File: config.mk
export PLATFORM = sky130hd
export DESIGN_NAME = sync_fifo_fwft
export DESIGN_NICKNAME = d
export VERILOG_FILES = /design/src/rtl/sync_fifo_pkg.sv /design/src/rtl/sync_fifo_ptr.sv /design/src/rtl/sync_fifo_fwft.sv
export SDC_FILE = /design/constraint.sdc
export NUM_CORES = 2
export LEC_CHECK = 0
export ABC_AREA = 1
export ABC_CLOCK_PERIOD_IN_PS = 4970
export CAP_MARGIN = 15
export CELL_PAD_IN_SITES_DETAIL_PLACEMENT = 0
export CELL_PAD_IN_SITES_GLOBAL_PLACEMENT = 2
export CORE_MARGIN = 3
export CORE_UTILIZATION = 46
export CTS_CLUSTER_SIZE = 8
export DETAILED_ROUTE_END_ITERATION = 16
export GPL_TIMING_DRIVEN = 1
export PLACE_DENSITY_LB_ADDON = 0.1
export SLEW_MARGIN = 20
export SYNTH_ARGS = -nofsm -noshare
export SYNTH_HDL_FRONTEND = slang
export SYNTH_SLANG_ARGS = --single-unit
File: constraint.sdc
create_clock -name clk -period 4.97 [get_ports clk]
set_input_delay 0.994 -clock clk [delete_from_list [all_inputs] [get_ports clk]]
set_output_delay 0.994 -clock clk [all_outputs]
set_load 0.01 [all_outputs]
File: src/rtl/sync_fifo_pkg.sv
// sync_fifo_pkg: shared depth helper, legal parameter ranges and count type for sync_fifo_fwft.
//   SYNC_FIFO_CNT_T(ab) expands to the (ab+1)-bit occupancy/pointer type.
`ifndef SYNC_FIFO_CNT_T
`define SYNC_FIFO_CNT_T(ab) logic [(ab):0]
`endif

package sync_fifo_pkg;

    localparam int ADR_BIT_MIN = 1;
    localparam int ADR_BIT_MAX = 10;

    function automatic int fifo_depth(input int adr_bit);
        return 1 << adr_bit;
    endfunction

endpackage

File: src/rtl/sync_fifo_ptr.sv
// sync_fifo_ptr: ADR_BIT+1-bit wrap pointer; the MSB toggles on every wrap.
//   clk, rst : clock, async active-high reset
//   inc      : advance the pointer by one this cycle
//   ptr      : current pointer value
module sync_fifo_ptr #(
    parameter int ADR_BIT = 6
) (
    input  logic             clk,
    input  logic             rst,
    input  logic             inc,
    output logic [ADR_BIT:0] ptr
);

    typedef `SYNC_FIFO_CNT_T(ADR_BIT) ptr_t;

    ptr_t ptr_q, ptr_d;

    always_comb ptr_d = inc ? ptr_q + ptr_t'(1) : ptr_q;

    always_ff @(posedge clk or posedge rst)
        if (rst) ptr_q <= '0;
        else     ptr_q <= ptr_d;

    assign ptr = ptr_q;

endmodule

File: src/rtl/sync_fifo_fwft.sv
// sync_fifo_fwft: synchronous first-word-fall-through FIFO with valid/ready on both sides.
//   write side : wr_vld, wr_rdy, wr_dat
//   read side  : rd_vld, rd_rdy, rd_dat (head shown combinationally, 0 when empty)
//   status     : fifo_count, almost_full (>= AFULL_TH), almost_empty (<= AEMPTY_TH)
//   errors     : ovf, udf sticky, cleared by err_clr; only built with SYNC_FIFO_ERR_EN,
//                otherwise tied to 0 and err_clr is ignored
module sync_fifo_fwft import sync_fifo_pkg::*; #(
    parameter int DAT_BIT   = 32,
    parameter int ADR_BIT   = 6,
    parameter int AFULL_TH  = fifo_depth(ADR_BIT) - 2,
    parameter int AEMPTY_TH = 2
) (
    input  logic               clk,
    input  logic               rst,
    input  logic               wr_vld,
    output logic               wr_rdy,
    input  logic [DAT_BIT-1:0] wr_dat,
    output logic               rd_vld,
    input  logic               rd_rdy,
    output logic [DAT_BIT-1:0] rd_dat,
    output logic [ADR_BIT:0]   fifo_count,
    output logic               almost_full,
    output logic               almost_empty,
    input  logic               err_clr,
    output logic               ovf,
    output logic               udf
);

    localparam int DEPTH = fifo_depth(ADR_BIT);

    typedef `SYNC_FIFO_CNT_T(ADR_BIT) cnt_t;

    if (ADR_BIT < ADR_BIT_MIN || ADR_BIT > ADR_BIT_MAX) begin : g_bad_adr
        $error("sync_fifo_fwft: ADR_BIT out of range");
    end
    if (AFULL_TH < 1 || AFULL_TH > DEPTH) begin : g_bad_afull
        $error("sync_fifo_fwft: AFULL_TH out of range");
    end
    if (AEMPTY_TH < 0 || AEMPTY_TH > DEPTH - 1) begin : g_bad_aempty
        $error("sync_fifo_fwft: AEMPTY_TH out of range");
    end

    localparam cnt_t AF_TH = cnt_t'(AFULL_TH);
    localparam cnt_t AE_TH = cnt_t'(AEMPTY_TH);

    logic [DAT_BIT-1:0] mem_q [DEPTH];
    cnt_t               wr_ptr, rd_ptr;
    cnt_t               count_q, count_d;
    logic               full, empty, push, pop;

    // Full when the wrap bits differ and the slot indices match.
    assign full   = wr_ptr == {~rd_ptr[ADR_BIT], rd_ptr[ADR_BIT-1:0]};
    assign empty  = wr_ptr == rd_ptr;
    assign wr_rdy = !full && !rst;
    assign rd_vld = !empty;
    assign push   = wr_vld && wr_rdy;
    assign pop    = rd_vld && rd_rdy;
    assign rd_dat = rd_vld ? mem_q[rd_ptr[ADR_BIT-1:0]] : '0;

    sync_fifo_ptr #(.ADR_BIT(ADR_BIT)) u_wr_ptr (
        .clk (clk),
        .rst (rst),
        .inc (push),
        .ptr (wr_ptr)
    );

    sync_fifo_ptr #(.ADR_BIT(ADR_BIT)) u_rd_ptr (
        .clk (clk),
        .rst (rst),
        .inc (pop),
        .ptr (rd_ptr)
    );

    always_ff @(posedge clk)
        if (push) mem_q[wr_ptr[ADR_BIT-1:0]] <= wr_dat;

    always_comb count_d = count_q + cnt_t'(push) - cnt_t'(pop);

    always_ff @(posedge clk or posedge rst)
        if (rst) count_q <= '0;
        else     count_q <= count_d;

    assign fifo_count   = count_q;
    assign almost_full  = count_q >= AF_TH;
    assign almost_empty = count_q <= AE_TH;

`ifdef SYNC_FIFO_ERR_EN
    logic ovf_q, ovf_d, udf_q, udf_d;

    // A new error in the same cycle as err_clr keeps the flag set.
    always_comb begin
        ovf_d = (wr_vld && !wr_rdy && !rst) || (ovf_q && !err_clr);
        udf_d = (rd_rdy && !rd_vld) || (udf_q && !err_clr);
    end

    always_ff @(posedge clk or posedge rst)
        if (rst) begin
            ovf_q <= 1'b0;
            udf_q <= 1'b0;
        end else begin
            ovf_q <= ovf_d;
            udf_q <= udf_d;
        end

    assign ovf = ovf_q;
    assign udf = udf_q;
`else
    logic err_clr_unused;

    assign err_clr_unused = err_clr;
    assign ovf            = 1'b0;
    assign udf            = 1'b0;
`endif

endmodule

==> results.yml <==
setup_path:
  worst-path-max-fanout: 73
  worstSetupPathType: "reg -> out"
  cp-end-kind: "output port"
  start_kind: "register"
  regToRegSetupSlack_ns: 1.11
  r2r_end: "fifo_count[6]$_DFF_PP0_"
  cp.required_ns: 3.98
  worst_r2r_path_depth: 19
  timing.rr.start: "u_rd_ptr.ptr[1]$_DFFE_PP0P_"
  worst_ep_arrival_time_ns: 3.93
  crit_start: "u_rd_ptr.ptr[0]$_DFFE_PP0P_"
clock_tree:
  htreeDepth: 5
  clockBufferDepth: 4
  clk_pin_slew_worst_paths_ns: 0.05
  clockRootBuffer: "clkbuf_16"
  cts_tree: "built"
  clk-insertion-delay-late_ns: 0.92
  cts_sinks: 2069
  hold_buffers: 0
  cts_made_buffers: 309
detailed_routing:
  drc: 0
  via_count: 58800
  dr.pass1.iters: 5
  drtIter0Drc: 5163
  wl_mm: 269
  vias_per_cell: 5.24
  wire_per_inst_um: 24.0
  ant_nets: 0
synthesis:
  ys_types: 30
  ys_async_sr_fraction_pct: 1.01
  syn_avg_cell_area_um2: 10.5
  yosysSeqAreaShare_pct: 70.2
  synth_edf_count: 2048
  yosys_register_bits: 2069
  synthDominantCellAreaShare_pct: 69.6
  synthTopCellsByCount: "3135 x nand2_1, 2048 x edfxtp_1, 993 x inv_1"
  syn_inst: 8450
  yosys-top-cells-area: "edfxtp_1 70%, nand2_1 13%, nand3_1 5.1%"
  ys.flop_type: "edfxtp_1"
  synthesis.area_mm2: 0.0883
  ys_warn_count: 0
  synth_top_cell_by_area: "edfxtp_1"
  yosys.cell_count.top_type: "nand2_1"
cells_and_area:
  drive_gt1_share_pct: 8.83
  nFillCells: 16400
  area_growth_pct: 15.8
  nets: 8744
  post-route-util_pct: 53.7
grt:
  grt_antenna_before_repair: 4
  grtUsageTotal_pct: 27.0
  grt_pass1_vias: 55900
  grt-ovfl-total: 0
  grt_pass1_wl_mm: 387
  grt_max_degree: 109
power_and_ir_drop:
  p_total_uw: 60000
  p_seq_share_pct: 33.1
  power_switching_uw: 22300
  p_per_area_mw_per_mm2: 587
  max-vdd-ir-drop_mv: 0.440
  power.share.clock_pct: 30.4
  swShare_pct: 37.2
  p_leak_uw: 0.0417
  p_int_uw: 37700
  power_frac_comb_pct: 36.6
placement:
  place.gp.congestion: 0.859
  port_buffers: 78
  dp_hpwl_mm: 144
die:
  dieWidth_um: 444
  fp.dieH_um: 444
  pin_count: 82
  rows: 160
  fp.dieArea_mm2: 0.197
  start_util_pct: 46.3
  core_area_mm2: 0.191
timing:
  hold_viol: 0
  whs_ns: 0.425
  max_slew_margin_pct: 30.3
  setup_violations: 0
  slew_viol_final: 0
  rsz0062_at_grt: "yes"
  worstMarginPinSlew_ns: 1.04
  fin_skew_ns: 0.0297
  period_needed_ns: 4.92
  fmax_mhz: 203
  final.setup.tns_ns: 0
  post-route-period-util_pct: 99.0
status:
  status: "complete, no violations"
worst_hold_path:
  min-delay-start: "wr_dat[4]"
  min_path_type: "in -> reg"
  holdPathStages: 1
  hold_end: "mem_q[59][4]$_DFFE_PP_"
flow_run:
  drv_cap: 0
[metal layers]
layer	wire length, um	global-route usage [%]	vias up
li1	-	-	27900
met1	118000	37.9	28700
met2	126000	43.2	1832
met3	16600	4.13	445
met4	8980	9.24	2
met5	12	0	-
[critical path, stage by stage (launching register included)]
cell and delay, ns:
dfrtp_4 0.53, buf_8 0.20, buf_4 0.16, buf_12 0.18
nand2_1 0.14, nand3_1 0.08, nand2_1 0.08, nand2_1 0.05
nand2_1 0.05, inv_1 0.06, nand2_1 0.07, nand2_1 0.15
nand2_2 0.21, inv_1 0.05, a21oi_1 0.18, buf_4 0.19
clkdlybuf4s50_1 0.54
[layout by cell type, fill, tap and decap left out, drive strengths merged, types with 21 or more instances in the layout]
master	synthesis	routed
a21oi	74	74
buf	319	301
clkbuf	114	345
clkdlybuf4s50	0	45
dfrtp	21	21
edfxtp	2048	2048
inv	1001	1004
nand2	3136	3136
nand3	893	893
nor2	567	567
o211ai	22	22
o21ai	186	186
[timing repair]
action,4_1_cts,5_1_grt
pin swaps,0,0
buffers inserted,10,2
cloned,9,4
resized for setup,62,23
setup endpoints to repair,32,25
[stage by stage]
step	instance area, um2	setup slack, ns	cells
2_1_floorplan	88300	0.983	8451
5_1_grt	102000	-0.0442	11200
3_3_place_gp	93400	0.488	10900
3_5_place_dp	93400	0.496	10900
6_report	102000	0.0482	11200
4_1_cts	102000	-0.0488	11200
[sequential cells by signal (all words and copies together) (netlist names)]
signal	cells
u_rd_ptr.ptr	7
fifo_count	7
mem_q	2048
u_wr_ptr.ptr	7
[power by group through the flow]
stage	combinational, uW	sequential (uW)	clock [uW]
2_1_floorplan	12400	20000	0
3_3_place_gp	20900	20200	0
3_5_place_dp	20900	20200	0
4_1_cts	21800	19900	18600
5_1_grt	24000	19800	19300
6_report	21900	19800	18200
[cell type report]
| cell class | instances | area, um2 | share of cell area, % |
|---|---|---|---|
| clock inverter | 3 | 26.3 | 0.0257 |
| timing repair inverter | 3 | 47.5 | 0.0465 |
| multi-input combinational | 4947 | 21000 | 20.6 |
| inverter | 1002 | 3820 | 3.73 |
| clock buffer | 341 | 8080 | 7.89 |
| antenna | 3 | 7.51 | 0.00734 |
| sequential | 2069 | 62000 | 60.6 |
| timing repair buffer | 357 | 4120 | 4.02 |
| tap | 2511 | 3140 | 3.07 |
[kinds of logic (layout without fill, tap and decap cells)]
| family | after synthesis | in the layout | share of synthesized area, % |
|---|---|---|---|
| buffers and inverters | 1435 | 1706 | 6.64 |
| adders and majority gates | 18 | 18 | 0.263 |
| and+or+nand+nor | 4626 | 4626 | 21.0 |
| xor gates and xnor gates | 18 | 18 | 0.178 |
| other | 1 | 5 | 0.00425 |
| AOI/OAI and AO/OA | 283 | 283 | 1.67 |
| DFF | 2069 | 2069 | 70.2 |
[worst max path at each step]
stage                        endpoint  cells past startpoint
6_report                   rd_dat[24]                     16
3_5_place_dp                rd_dat[3]                     13
2_1_floorplan  mem_q[11][0]$_DFFE_PP_                      5
4_1_cts                    rd_dat[24]                     13
5_1_grt                    rd_dat[24]                     16
3_3_place_gp                rd_dat[3]                     13
No activity file was read; power rests on OpenSTA's default activity.
